## src/rtl/node_mu_ctrl_pkg.sv

```systemverilog
// Shared definitions for the tree-parser control nodes: default data width and
// the controller state encoding.
package node_mu_ctrl_pkg;

  localparam int NODE_WIDTH = 16;

  typedef enum logic [2:0] {
    IDLE      = 3'd0,
    LAUNCH    = 3'd1,
    WAIT_ACK  = 3'd2,
    WAIT_DONE = 3'd3,
    EVAL      = 3'd4,
    GAP       = 3'd5
  } node_state_t;

endpackage

```

## src/rtl/node_mu_ctrl_st_edge.sv

```systemverilog
// Registered previous value of a level plus a combinational rising-edge pulse.
// RESET_VAL picks what "previous" reads as right after reset.
module node_mu_ctrl_st_edge #(
  parameter bit RESET_VAL = 1'b0
) (
  input  logic CLK,
  input  logic RST,
  input  logic d,
  output logic rise
);

  logic dOld;

  always_ff @(posedge CLK or negedge RST) begin
    if (!RST) dOld <= RESET_VAL;
    else      dOld <= d;
  end

  assign rise = d & ~dOld;

endmodule

```

## src/rtl/node_mu_ctrl.sv

```systemverilog
// Mu-operator tree node: starts one child with Y = 0,1,2,... and returns the
// first Y whose child result is zero (OVF when MAX_ITER is exhausted, ERR on a missing ack).
module node_mu_ctrl
  import node_mu_ctrl_pkg::*;
#(
  parameter int               WIDTH    = NODE_WIDTH,
  parameter logic [WIDTH-1:0] MAX_ITER = {WIDTH{1'b1}},
  parameter int               ACK_TO   = 15
) (
  input  logic             CLK,
  input  logic             RST,
  input  logic             ST,
  output logic             RD,
  output logic [WIDTH-1:0] RES,
  output logic             OVF,
  output logic             ERR,
  output logic             C_ST,
  output logic [WIDTH-1:0] C_Y,
  input  logic             C_RD,
  input  logic [WIDTH-1:0] C_RES
);

  localparam int            TW       = $clog2(ACK_TO + 1);
  localparam logic [TW-1:0] ACK_LAST = TW'(ACK_TO - 1);

  node_state_t      state, stateN;
  logic             rd, rdN, ovf, ovfN, err, errN, cSt, cStN;
  logic [WIDTH-1:0] res, resN, cY, cYN, cap, capN;
  logic [TW-1:0]    ackTmr, ackTmrN, ackElapsed;
  logic             stRise, cStRise;

  // Previous ST reads as high after reset, so a start held across reset release is not a fresh edge.
  node_mu_ctrl_st_edge #(.RESET_VAL(1'b1)) stEdge (
    .CLK (CLK),
    .RST (RST),
    .d   (ST),
    .rise(stRise)
  );

  // The C_ST rising edge marks the first WAIT_ACK cycle and restarts the ack timer.
  node_mu_ctrl_st_edge #(.RESET_VAL(1'b0)) cStEdge (
    .CLK (CLK),
    .RST (RST),
    .d   (cSt),
    .rise(cStRise)
  );

  assign ackElapsed = cStRise ? '0 : ackTmr;

  always_ff @(posedge CLK or negedge RST) begin
    if (!RST) begin
      state  <= IDLE;
      rd     <= 1'b1;
      res    <= '0;
      ovf    <= 1'b0;
      err    <= 1'b0;
      cSt    <= 1'b0;
      cY     <= '0;
      cap    <= '0;
      ackTmr <= '0;
    end else begin
      state  <= stateN;
      rd     <= rdN;
      res    <= resN;
      ovf    <= ovfN;
      err    <= errN;
      cSt    <= cStN;
      cY     <= cYN;
      cap    <= capN;
      ackTmr <= ackTmrN;
    end
  end

  always_comb begin
    stateN  = state;
    rdN     = rd;
    resN    = res;
    ovfN    = ovf;
    errN    = err;
    cStN    = cSt;
    cYN     = cY;
    capN    = cap;
    ackTmrN = ackTmr;
    if (stRise && state != IDLE) begin
      // A new upstream edge aborts the search; GAP guarantees the child sees C_ST low first.
      cYN    = '0;
      ovfN   = 1'b0;
      errN   = 1'b0;
      rdN    = 1'b0;
      cStN   = 1'b0;
      stateN = GAP;
    end else begin
      case (state)
        IDLE: begin
          if (stRise) begin
            rdN    = 1'b0;
            ovfN   = 1'b0;
            errN   = 1'b0;
            cYN    = '0;
            stateN = LAUNCH;
          end
        end
        LAUNCH: begin
          cStN   = 1'b1;
          stateN = WAIT_ACK;
        end
        WAIT_ACK: begin
          if (!C_RD) begin
            cStN   = 1'b0;
            stateN = WAIT_DONE;
          end else if (ackElapsed == ACK_LAST) begin
            cStN   = 1'b0;
            errN   = 1'b1;
            rdN    = 1'b1;
            resN   = cY;
            stateN = IDLE;
          end else begin
            ackTmrN = ackElapsed + TW'(1);
          end
        end
        WAIT_DONE: begin
          if (C_RD) begin
            capN   = C_RES;
            stateN = EVAL;
          end
        end
        EVAL: begin
          if (cap == '0) begin
            resN   = cY;
            rdN    = 1'b1;
            stateN = IDLE;
          end else if (cY == MAX_ITER) begin
            resN   = cY;
            ovfN   = 1'b1;
            rdN    = 1'b1;
            stateN = IDLE;
          end else begin
            cYN    = cY + WIDTH'(1);
            stateN = LAUNCH;
          end
        end
        GAP:     stateN = LAUNCH;
        default: stateN = IDLE;
      endcase
    end
  end

  assign RD   = rd;
  assign RES  = res;
  assign OVF  = ovf;
  assign ERR  = err;
  assign C_ST = cSt;
  assign C_Y  = cY;

endmodule

```

## config.mk

```make
export PLATFORM = sky130hd
export DESIGN_NAME = node_mu_ctrl
export DESIGN_NICKNAME = d
export VERILOG_FILES = /design/src/rtl/node_mu_ctrl_pkg.sv /design/src/rtl/node_mu_ctrl_st_edge.sv /design/src/rtl/node_mu_ctrl.sv
export SDC_FILE = /design/constraint.sdc
export NUM_CORES = 1
export LEC_CHECK = 0
export CAP_MARGIN = 20
export CORE_MARGIN = 2
export CORE_UTILIZATION = 30
export DETAILED_ROUTE_END_ITERATION = 8
export MAX_ROUTING_LAYER = met4
export PLACE_DENSITY = 0.52
export SLEW_MARGIN = 10
export SYNTH_ARGS = -nofsm -noshare
export SYNTH_HDL_FRONTEND = slang
export SYNTH_SLANG_ARGS = --single-unit
export TNS_END_PERCENT = 10
```

## constraint.sdc

```tcl
create_clock -name CLK -period 2.3 [get_ports CLK]
set_clock_uncertainty 0.15 [all_clocks]
set_input_delay 0.46 -clock CLK [delete_from_list [all_inputs] [get_ports CLK]]
set_output_delay 0.46 -clock CLK [all_outputs]
set_load 0.02 [all_outputs]
```

==> flow_summary_export.csv <==
group,metric,value,unit
yosys,yosys_warnings,0,
final_layout,drive_gt1_share,27.4,%
sta,fmax,0.462,GHz
yosys,syn_nets,263,
final_layout,final_area,4000,sq um
power,p_int,2.47,mW
worst_setup_path,crit_family,"simple AND/OR/NAND/NOR gates",
final_layout,n_fill_cell,896,
placed_design,numPortBuffers,55,
sta,relSlewSlack,69.3,%
worst_hold_path,hold_path_class,"flop to flop",
yosys,yosys_register_bits,61,
placed_design,gp_congestion,0.750,
detailed_routing,wl,6410,um
yosys,synth_area_leader_cell,"dfrtp_1",
detailed_routing,drt_iter0_markers,87,
detailed_routing,drt-wirelength-per-cell,13.8,um
run_status,status,"complete, no violations",
worst_setup_path,slowest_delay,0.46,ns
sta,tightestPinTransition,0.458,ns
power,clkPwrFrac,26.3,%
power,switching_share,31.3,%
grt,grt_pass1_wl,10800,um
sta,post-route-period-util,94.0,%
yosys,yosysMostFrequentCell,"dfrtp_1",
floorplan,start_util,30.8,%
yosys,synth-main-ff-cell,"dfrtp_1",
grt,first_global_vias,2210,
yosys,synth_top_area_share,51.9,%
clocking,clockBufferDepth,2,
power,leakage,1.75,nW
grt,grtUsageTotal,13.9,%
yosys,synth_edf_count,0,
sta,fin_crit,2.16,ns
clocking,clockRootBuffer,"clkbuf_8",
worst_setup_path,start_kind,"flop",
worst_setup_path,worst_setup_path_end_kind,"flop",
power,netSwitchingPower,1.13,mW
power,power.density,899,nW/um^2
floorplan,core,9240,sq um
detailed_routing,first_pass_iters,4,
yosys,synth.distinct_cells,48,
yosys,async_reset_ff_share,100,%
yosys,syn_inst,240,
sta,final_max_slew_viol_count,0,
clocking,cts_tree,"built",
clocking,cts_made_buffers,9,
placed_design,postPlaceCellArea,3780,sq um
power,ir_drop,0.315,mV
worst_setup_path,required,2.42,ns
placed_design,place_hpwl,4490,um
yosys,syn_area,2850,sq um
sta,hold_viol,0,
power,combinationalPowerShare,31.7,%
sta,whs,0.311,ns
grt,grt_overflow,0,
yosys,netlist_top_cells_count,"dfrtp_1 (59), mux2_2 (23), o21ai_0 (16), nand2_1 (15), a21oi_1 (14)",
grt,grt_max_degree,62,
worst_setup_path,cp_slowest_cell,"or4_1",
flow_run,max_cap_violations,0,
yosys,synth-seq-area-share,53.7,%
detailed_routing,vias,2190,
final_layout,antenna_cells,0,
floorplan,dieWidth,101,um
final_layout,nets,354,
sta,setup_viol,0,
worst_setup_path,path_buf_inv,1,
clocking,cts_sinks,61,
grt,antenna_found_initial,0,
sta,rsz0062_at_grt,"no",
final_layout,area_growth,40.5,%
sta,finalSetupTns,0,ns
yosys,syn_area_per_cell,11.9,sq um
yosys,ys_top_cells_by_area,"dfrtp_1 (52%), mux2_2 (9.1%), mux2_4 (4.7%)",
floorplan,io-pin-count,56,
floorplan,fp.dieH,101,um
detailed_routing,route.detailed.drc,0,
clocking,cts.clk_slew.worst_paths,0.07,ns
clocking,htreeDepth,3,
worst_setup_path,crit_chain,"ha_1, and3_1, and4bb_1, nand3b_4, buf_4, or4_1, nand2_1",
detailed_routing,vias_per_cell,4.71,
floorplan,die_area,10300,sq um
power,power.share.sequential,42.0,%
worst_setup_path,path_class,"flop to flop",
power,p_total,3.60,mW
detailed_routing,detail-route-antenna-nets,0,
worst_setup_path,cp.arrival,2.29,ns
worst_setup_path,cp_max_fo,10,
floorplan,row_count,35,
clocking,insertion_delay,0.34,ns
==> cells by family after synthesis <==
logic type,count (synthesis),share of synthesized area [%]
compound gates,46,9.32
xor+xnor,2,0.616
fa+ha+maj,3,1.32
buf+inv,18,3.25
flops,61,53.7
mux,34,14.6
simple gates,76,17.2
==> worst reg2reg max path, delay by kind of cell (launching register included) <==
| family | cells | cell delay (ns) |
|---|---|---|
| adder cells (fa/ha/maj) | 1 | 0.21 |
| flip-flops | 1 | 0.38 |
| AND/OR/NAND/NOR | 5 | 1.15 |
| buffers and inverters | 1 | 0.21 |
==> layer usage <==
| metal | vias up | routed length, um | GRT usage [%] |
|---|---|---|---|
| li1 | 1074 | - | - |
| met1 | 1064 | 3210 | 18.8 |
| met2 | 45 | 2930 | 19.9 |
| met3 | 7 | 212 | 4.83 |
| met4 | 0 | 65 | 3.74 |
| met5 | - | 0 | - |
==> registers in the layout (all words and copies together) (netlist names) <==
signal and flops:
C_ST 1, C_Y 16, ERR 1, OVF 1, RD 1, RES 16, ackTmr 4, cStEdge.dOld 1
cap 16, stEdge.dOld 1, state 3
==> repair_timing <==
action                                  4_1_cts  5_1_grt
endpoints found under the setup margin        0        6
resized for setup                             0        1
hold endpoints to repair                     59        0
buffers inserted                              0        0
hold buffers                                  1        0
==> final cells by class <==
type                            count  area [sq um]  share of cell area (%)
Sequential cell                    61          1530                    38.2
Inverter                            7          26.3                   0.657
Multi-Input combinational cell    162          1240                    31.0
Clock inverter                      4          47.5                    1.19
Timing Repair Buffer               90           848                    21.2
Tap cell                          129           161                    4.04
Clock buffer                       12           145                    3.63
==> power by group through the flow <==
stage / Clock (mW) / Sequential [mW] / Combinational (mW)
after CTS: 0.977 / 1.51 / 1.15
after floorplan: 0 / 1.56 / 0.670
after global routing: 1.03 / 1.55 / 1.27
final: 0.945 / 1.51 / 1.14
after detailed placement: 0 / 1.53 / 1.14
after global placement: 0 / 1.52 / 1.13
==> stage by stage <==
stage          cells  worst slack (ns)  utilization [%]
3_3_place_gp     447           -0.0263             40.9
5_1_grt          465            0.0190             43.3
4_1_cts          464            0.0364             43.1
3_5_place_dp     447           -0.0699             40.9
6_report         465             0.138             43.3
2_1_floorplan    240            0.0446                -
==> worst paths after layout <==
kind                       slack (ns)   start      to  cells past startpoint
max reg2reg                      0.14  C_Y[0]  C_Y[2]                      7
min                              0.31      RD      RD                      2
min in group asynchronous        0.50     RST  RES[3]                      3
min reg2reg                      0.31      RD      RD                      2
max                              0.14  C_Y[0]  C_Y[2]                      7
max in group asynchronous        1.17     RST      RD                      3
==> cell usage in the layout (no fill, tap or decap), types with 2 or more instances in the layout <==
cell	n
or4_1	7
nand4_1	4
o211ai_1	2
o31ai_1	5
buf_4	31
clkbuf_8	10
dfrtp_1	59
nand2b_1	3
or3_1	5
ha_1	3
mux2_4	9
nor4_1	6
o21ai_0	16
buf_12	3
nor2_1	8
mux2_2	23
and3_1	3
a31oi_1	3
and4bb_1	2
nand2_1	15
a21oi_1	14
nand3_1	9
dfstp_2	2
clkinv_2	2
mux2i_1	2
clkdlybuf4s50_1	54
clkbuf_1	2
inv_1	6
Note: power is estimated with default switching activity, not from simulation.
